--- src/rtl/throw_trajectory_cat_if.sv ---
// Player-input / projectile-draw signal bundle for throw_trajectory_cat.
// master = turn/input logic side, slave = trajectory generator.
interface throw_trajectory_cat_if;
    logic        vsync;
    logic        throw_btn;
    logic        throw_en;
    logic [11:0] x_pos;
    logic [11:0] y_pos;
    logic        enable;
    logic [7:0]  power;
    logic        busy;
    logic        landed;

    modport master (
        output vsync, throw_btn, throw_en,
        input  x_pos, y_pos, enable, power, busy, landed
    );

    modport slave (
        input  vsync, throw_btn, throw_en,
        output x_pos, y_pos, enable, power, busy, landed
    );
endinterface

--- src/rtl/throw_trajectory_cat.sv ---
// Cat projectile trajectory: charge power while the button is held, launch at 45 deg
// on release, integrate one step per frame (vsync rising edge) and detect landing.
module throw_trajectory_cat #(
    parameter int unsigned START_X   = 100,
    parameter int unsigned START_Y   = 150,
    parameter int unsigned GRAVITY   = 1,
    parameter int unsigned MIN_POWER = 4,
    parameter int unsigned MAX_POWER = 24,
    parameter int unsigned X_MAX     = 1024
) (
    input logic                   clk,
    input logic                   rst,
    throw_trajectory_cat_if.slave bus
);

    typedef enum logic [1:0] {
        S_IDLE,
        S_CHARGE,
        S_FLIGHT,
        S_LANDED
    } state_e;

    localparam logic [11:0]        START_X12 = 12'(START_X);
    localparam logic [11:0]        START_Y12 = 12'(START_Y);
    localparam logic [11:0]        X_MAX12   = 12'(X_MAX);
    localparam logic signed [13:0] START_YS  = 14'(START_Y);
    localparam logic signed [13:0] X_MAXS    = 14'(X_MAX);
    localparam logic signed [13:0] Y_LIMS    = 14'sd4095;

    state_e            state_q, state_d;
    logic              vsync_q;
    logic [11:0]       x_q, x_d;
    logic [11:0]       y_q, y_d;
    logic [7:0]        vx_q, vx_d;
    logic signed [8:0] vy_q, vy_d;
    logic [7:0]        power_q, power_d;
    logic              landed_q, landed_d;

    logic              tick;
    logic signed [13:0] x_n;
    logic signed [13:0] y_n;

    // Height can exceed the 12-bit output range at high power; pin it rather than wrap.
    function automatic logic [11:0] sat_y(input logic signed [13:0] v);
        logic [11:0] r;
        if (v > Y_LIMS) r = 12'hFFF;
        else            r = v[11:0];
        return r;
    endfunction

    always_ff @(posedge clk) begin
        if (rst) begin
            state_q  <= S_IDLE;
            vsync_q  <= 1'b0;
            x_q      <= START_X12;
            y_q      <= START_Y12;
            vx_q     <= '0;
            vy_q     <= '0;
            power_q  <= '0;
            landed_q <= 1'b0;
        end else begin
            state_q  <= state_d;
            vsync_q  <= bus.vsync;
            x_q      <= x_d;
            y_q      <= y_d;
            vx_q     <= vx_d;
            vy_q     <= vy_d;
            power_q  <= power_d;
            landed_q <= landed_d;
        end
    end

    always_comb begin
        state_d  = state_q;
        x_d      = x_q;
        y_d      = y_q;
        vx_d     = vx_q;
        vy_d     = vy_q;
        power_d  = power_q;
        landed_d = 1'b0;

        tick = bus.vsync & ~vsync_q;
        x_n  = $signed({2'b00, x_q}) + $signed({6'b000000, vx_q});
        y_n  = $signed({2'b00, y_q}) + $signed({{5{vy_q[8]}}, vy_q});

        if (tick) begin
            unique case (state_q)
                S_IDLE: begin
                    if (bus.throw_btn && bus.throw_en) begin
                        state_d = S_CHARGE;
                        power_d = 8'(MIN_POWER);
                    end
                end
                S_CHARGE: begin
                    if (bus.throw_btn) begin
                        if (power_q < 8'(MAX_POWER)) power_d = power_q + 8'd1;
                    end else begin
                        state_d = S_FLIGHT;
                        vx_d    = power_q;
                        vy_d    = $signed({1'b0, power_q});
                    end
                end
                S_FLIGHT: begin
                    vy_d = vy_q - 9'(GRAVITY);
                    // Wall hit wins over ground hit when both occur on the same frame.
                    if (x_n >= X_MAXS) begin
                        state_d = S_LANDED;
                        x_d     = X_MAX12;
                        y_d     = (y_n < START_YS) ? START_Y12 : sat_y(y_n);
                    end else if (y_n <= START_YS) begin
                        state_d = S_LANDED;
                        x_d     = x_n[11:0];
                        y_d     = START_Y12;
                    end else begin
                        x_d = x_n[11:0];
                        y_d = sat_y(y_n);
                    end
                end
                S_LANDED: begin
                    state_d  = S_IDLE;
                    landed_d = 1'b1;
                    x_d      = START_X12;
                    y_d      = START_Y12;
                    vx_d     = '0;
                    vy_d     = '0;
                    power_d  = '0;
                end
                default: state_d = S_IDLE;
            endcase
        end
    end

    always_comb begin
        bus.x_pos  = x_q;
        bus.y_pos  = y_q;
        bus.enable = (state_q == S_FLIGHT) || (state_q == S_LANDED);
        bus.power  = power_q;
        bus.busy   = (state_q != S_IDLE);
        bus.landed = landed_q;
    end

endmodule

--- src/flat_wrapper.sv ---
// flat-port wrapper written by rule: the top's interface ports become plain ports
module throw_trajectory_cat_flat 
#(
    parameter int unsigned START_X   = 100,
    parameter int unsigned START_Y   = 150,
    parameter int unsigned GRAVITY   = 1,
    parameter int unsigned MIN_POWER = 4,
    parameter int unsigned MAX_POWER = 24,
    parameter int unsigned X_MAX     = 1024
)
  (clk, rst, bus_vsync, bus_throw_btn, bus_throw_en, bus_x_pos, bus_y_pos, bus_enable, bus_power, bus_busy, bus_landed);
  throw_trajectory_cat_if bus_i ();
  input logic clk;
  input logic rst;
  input wire logic [$bits(bus_i.vsync)-1:0] bus_vsync;
  input wire logic [$bits(bus_i.throw_btn)-1:0] bus_throw_btn;
  input wire logic [$bits(bus_i.throw_en)-1:0] bus_throw_en;
  output wire logic [$bits(bus_i.x_pos)-1:0] bus_x_pos;
  output wire logic [$bits(bus_i.y_pos)-1:0] bus_y_pos;
  output wire logic [$bits(bus_i.enable)-1:0] bus_enable;
  output wire logic [$bits(bus_i.power)-1:0] bus_power;
  output wire logic [$bits(bus_i.busy)-1:0] bus_busy;
  output wire logic [$bits(bus_i.landed)-1:0] bus_landed;
  assign bus_i.vsync = bus_vsync;
  assign bus_i.throw_btn = bus_throw_btn;
  assign bus_i.throw_en = bus_throw_en;
  assign bus_x_pos = bus_i.x_pos;
  assign bus_y_pos = bus_i.y_pos;
  assign bus_enable = bus_i.enable;
  assign bus_power = bus_i.power;
  assign bus_busy = bus_i.busy;
  assign bus_landed = bus_i.landed;
  throw_trajectory_cat #(.START_X(START_X), .START_Y(START_Y), .GRAVITY(GRAVITY), .MIN_POWER(MIN_POWER), .MAX_POWER(MAX_POWER), .X_MAX(X_MAX)) u_core (.clk(clk), .rst(rst), .bus(bus_i));
endmodule
--- config.mk ---
export PLATFORM = sky130hd
export DESIGN_NAME = throw_trajectory_cat_flat
export DESIGN_NICKNAME = d
export VERILOG_FILES = /design/src/rtl/throw_trajectory_cat_if.sv /design/src/rtl/throw_trajectory_cat.sv /design/src/flat_wrapper.sv
export SDC_FILE = /design/constraint.sdc
export NUM_CORES = 1
export LEC_CHECK = 0
export ABC_AREA = 1
export CAP_MARGIN = 5
export CORE_ASPECT_RATIO = 1.75
export CORE_UTILIZATION = 34
export CTS_CLUSTER_DIAMETER = 100
export DETAILED_ROUTE_END_ITERATION = 12
export HOLD_SLACK_MARGIN = 0.12
export PLACE_DENSITY = 0.58
export SYNTH_ARGS = -nofsm -noshare
export SYNTH_HDL_FRONTEND = slang
export SYNTH_SLANG_ARGS = --single-unit
--- constraint.sdc ---
create_clock -name clk -period 2.2 [get_ports clk]
set_input_delay 0.33 -clock clk [delete_from_list [all_inputs] [get_ports clk]]
set_output_delay 0.33 -clock clk [all_outputs]
set_load 0.05 [all_outputs]
==> qor.yml <==
status: "complete, but fails checks"
violations: "setup timing"
start_kind: "register"
grt_max_degree: 39
initial_core_util_pct: 35.1
clock-skew-final_ps: 6.42
num_vias: 4068
drc_errors: 0
insertion_delay_ps: 300
clock_sinks: 53
max-slew-margin-rel_pct: 66.2
finalSetupViolCount: 14
die_w_um: 81.5
wirelength_mm: 11.7
dr.pass1.iters: 4
layout.nets: 700
die_h_um: 141
finalHoldViolCount: 0
cts_hold_buf: 0
finalInstanceArea_mm2: 0.00518
synth_warnings: 0
grt-ovfl-total: 0
syn_area_per_cell_um2: 6.41
critPathMaxFanout: 6
diodes: 0
drtIter0Drc: 101
wl_per_cell_um: 14.6
clkTransAtPathRegs_ps: 70
setup_ws_ps: -76.7
clock_path_buffers: 2
crit_arrival_ps: 2510
synthesis.area_mm2: 0.00376
power_switching_mw: 0.955
ir_worst_vdd_v: 0.000467
maxSlewViolCount: 0
antenna_found_initial: 0
max_freq_mhz: 439
grt_pass1_vias: 4110
cts_tree: "yes"
ys_types: 39
place_area_mm2: 0.00462
setup_tns_ps: -657
regToRegStartpoint: "u_core.vy_q[0]"
ys_seq_area_share_pct: 28.2
worst_r2r_path_depth: 16
timing.final.crit_share_pct: 103
crit_chain: "ha_4 -> inv_2 -> fa_2 -> inv_2 -> nand2_2 -> nand2_4 -> nand3_4 -> nand2_4 -> nand2_4 -> nand2_4 -> xor2_4 -> nand2_4 -> nand2_2 -> nand4_1 -> o21a_1 -> nor2_1"
intPower_mw: 1.85
crit_start: "u_core.vy_q[0]"
crit_path_frequent_cell: "nand2_4"
port_buffers: 39
ys_ff_latch: 53
swShare_pct: 34.0
root_buffer: "clkbuf_16"
reg2reg_to: "u_core.bus.y_pos[9]"
worst-slew-pin-transition_ps: 505
ant_nets: 0
hold_class: "register to register"
synthCells: 586
seqPwrFrac_pct: 36.5
die_area_mm2: 0.0115
cp-endpoint: "u_core.bus.y_pos[9]"
p_comb_share_pct: 31.1
p_leak_nw: 2.37
synth_fp_nets: 620
core_area_mm2: 0.0107
gp_congestion: 0.867
hpwlAfterDp_mm: 8.80
slowest_delay_ps: 350
period_minus_slack_ps: 2280
track_usage_pct: 21.1
io_pins: 40
drv_cap: 0
rsz0062_at_grt: "true"
viasPerCell: 5.10
h-tree-depth: 2
area_delta_synth_final_pct: 37.9
rows: 50
rrSetupSlack_ps: -80
clkPwrFrac_pct: 32.4
critPathKind: "register to register"
grt_pass1_wl_mm: 18.6
crit_path_end_kind: "register"
cts_buffers: 5
crit_required_ps: 2430
power_density_mw_per_mm2: 542
layout-drive-gt1-share_pct: 22.6
cp_slowest_cell: "dfxtp_2"
==> logic make-up (layout without fill, tap and decap cells) <==
| kind of cell | Yosys count | after routing | synth area share, % |
|---|---|---|---|
| AO/OA/AOI/OAI | 96 | 96 | 14.1 |
| XOR/XNOR | 11 | 11 | 2.96 |
| AND/OR/NAND/NOR | 300 | 302 | 34.5 |
| multiplexers | 1 | 1 | 0.266 |
| adder cells (fa/ha/maj) | 29 | 29 | 10.1 |
| flip-flops | 53 | 53 | 28.2 |
| buffers and inverters | 96 | 175 | 9.95 |
==> sequential cells by signal, indices dropped and copies added, names as in the netlist <==
name	cells
u_core.bus.x_pos	12
u_core.bus.y_pos	12
u_core.vy_q	9
u_core.bus.power	8
u_core.vx_q	8
u_core.state_q	2
u_core.bus.landed	1
u_core.vsync_q	1
==> layout make-up <==
type | count | area (um2)
clock buffer | 5 | 125
clock inverter | 3 | 41.3
fill | 1115 | 5520
inverter | 80 | 300
multi-input combinational | 439 | 2690
sequential | 53 | 1090
tap | 130 | 163
timing repair buffer | 87 | 774
==> metrics by stage <==
step | power [mW] | instances | hold WS (ps) | setup WS [ps] | util, %
floorplan | 1.54 | 586 | 449 | -21.0 | -
CTS | 2.77 | 792 | 484 | -49.9 | 46.2
global route | 2.95 | 797 | 503 | -252 | 48.4
finish | 2.81 | 797 | 481 | -76.7 | 48.4
global placement | 1.78 | 782 | 476 | -120 | 43.2
detailed placement | 1.79 | 782 | 469 | -172 | 43.2
==> cells in the final DEF, fill, tap and decap left out, types with 9 or more instances in the layout <==
| cell type | Yosys | layout |
|---|---|---|
| dfxtp_2 | 0 | 14 |
| o21ai_0 | 23 | 21 |
| nor2_1 | 58 | 54 |
| dfxtp_1 | 53 | 37 |
| nand2_1 | 158 | 139 |
| nand2_2 | 8 | 19 |
| ha_1 | 27 | 17 |
| nand4_1 | 15 | 15 |
| inv_1 | 77 | 73 |
| nand2_4 | 0 | 9 |
| buf_4 | 1 | 47 |
| clkdlybuf4s50_1 | 0 | 37 |
| nand3_1 | 34 | 27 |
| a21oi_1 | 49 | 44 |
| nor3_1 | 15 | 9 |
==> worst max-delay path: cells and delay by family, from the launching register on <==
family | cells | cell delay, ps
AOI/OAI and AO/OA | 1 | 170
xor gates and xnor gates | 1 | 240
adders and majority gates | 2 | 490
buffers and inverters | 2 | 100
DFF | 1 | 350
and+or+nand+nor | 10 | 850
==> power groups by stage <==
stage	Sequential [mW]	Clock, mW	Combinational, mW
after floorplan	1.10	0	0.443
after global placement	1.04	0	0.739
after detailed placement	1.04	0	0.748
after CTS	1.02	0.931	0.817
after global routing	1.03	0.964	0.961
final	1.02	0.909	0.873
==> metal layers <==
layer	share of wire (%)	GRT usage (%)
met1	38	20.9
met3	2.2	2.20
met4	4.8	11.9
met5	0	0
met2	55	40.2
==> repair_timing <==
| item | in CTS | in global routing |
|---|---|---|
| pin swaps | 9 | 13 |
| buffers inserted | 1 | 4 |
| cloned | 1 | 1 |
| endpoints found under the setup margin | 17 | 24 |
| gates resized for setup | 31 | 48 |
==> worst min path at each step <==
stage                               startpoint              endpoint  cells after the start
after floorplan                 u_core.vx_q[0]        u_core.vx_q[0]                      2
after global placement     u_core.bus.x_pos[3]   u_core.bus.x_pos[3]                      2
after detailed placement  u_core.bus.x_pos[11]  u_core.bus.x_pos[11]                      2
after CTS                 u_core.bus.x_pos[11]  u_core.bus.x_pos[11]                      2
after global routing            u_core.vx_q[0]        u_core.vx_q[0]                      2
final                     u_core.bus.x_pos[11]  u_core.bus.x_pos[11]                      2
==> cell usage after synthesis <==
cell type / count / area (um2)
a211oi_1: 3 / 22.5
inv_2: 1 / 3.75
nand3_1: 34 / 170
or2_1: 1 / 6.26
nor3b_1: 1 / 7.51
inv_1: 77 / 289
nor2_2: 2 / 12.5
ha_1: 27 / 338
xnor2_1: 1 / 8.76
nand2_1: 158 / 593
a21boi_0: 1 / 7.51
mux2i_1: 1 / 10.0
a21oi_1: 49 / 245
fa_1: 2 / 40.0
o21ai_1: 5 / 25.0
nor2_1: 58 / 218
o22ai_1: 1 / 6.26
clkbuf_1: 12 / 45.0
nand4_1: 15 / 93.8
buf_6: 1 / 11.3
nand2_2: 8 / 50.1
dfxtp_1: 53 / 1060
buf_4: 1 / 7.51
nor3_1: 15 / 75.1
nand3_2: 1 / 10.0
clkinv_1: 2 / 7.51
xor2_2: 2 / 32.5
o21ai_0: 23 / 115
xor2_1: 8 / 70.1
a221oi_1: 1 / 8.76
o21a_1: 7 / 52.6
a21o_1: 1 / 7.51
nand3_4: 1 / 17.5
or2_2: 2 / 12.5
o2bb2ai_1: 1 / 8.76
nand3b_1: 3 / 22.5
o211ai_1: 4 / 30.0
and2_1: 1 / 6.26
buf_2: 2 / 10.0
Note: power is estimated with default switching activity, not from simulation.
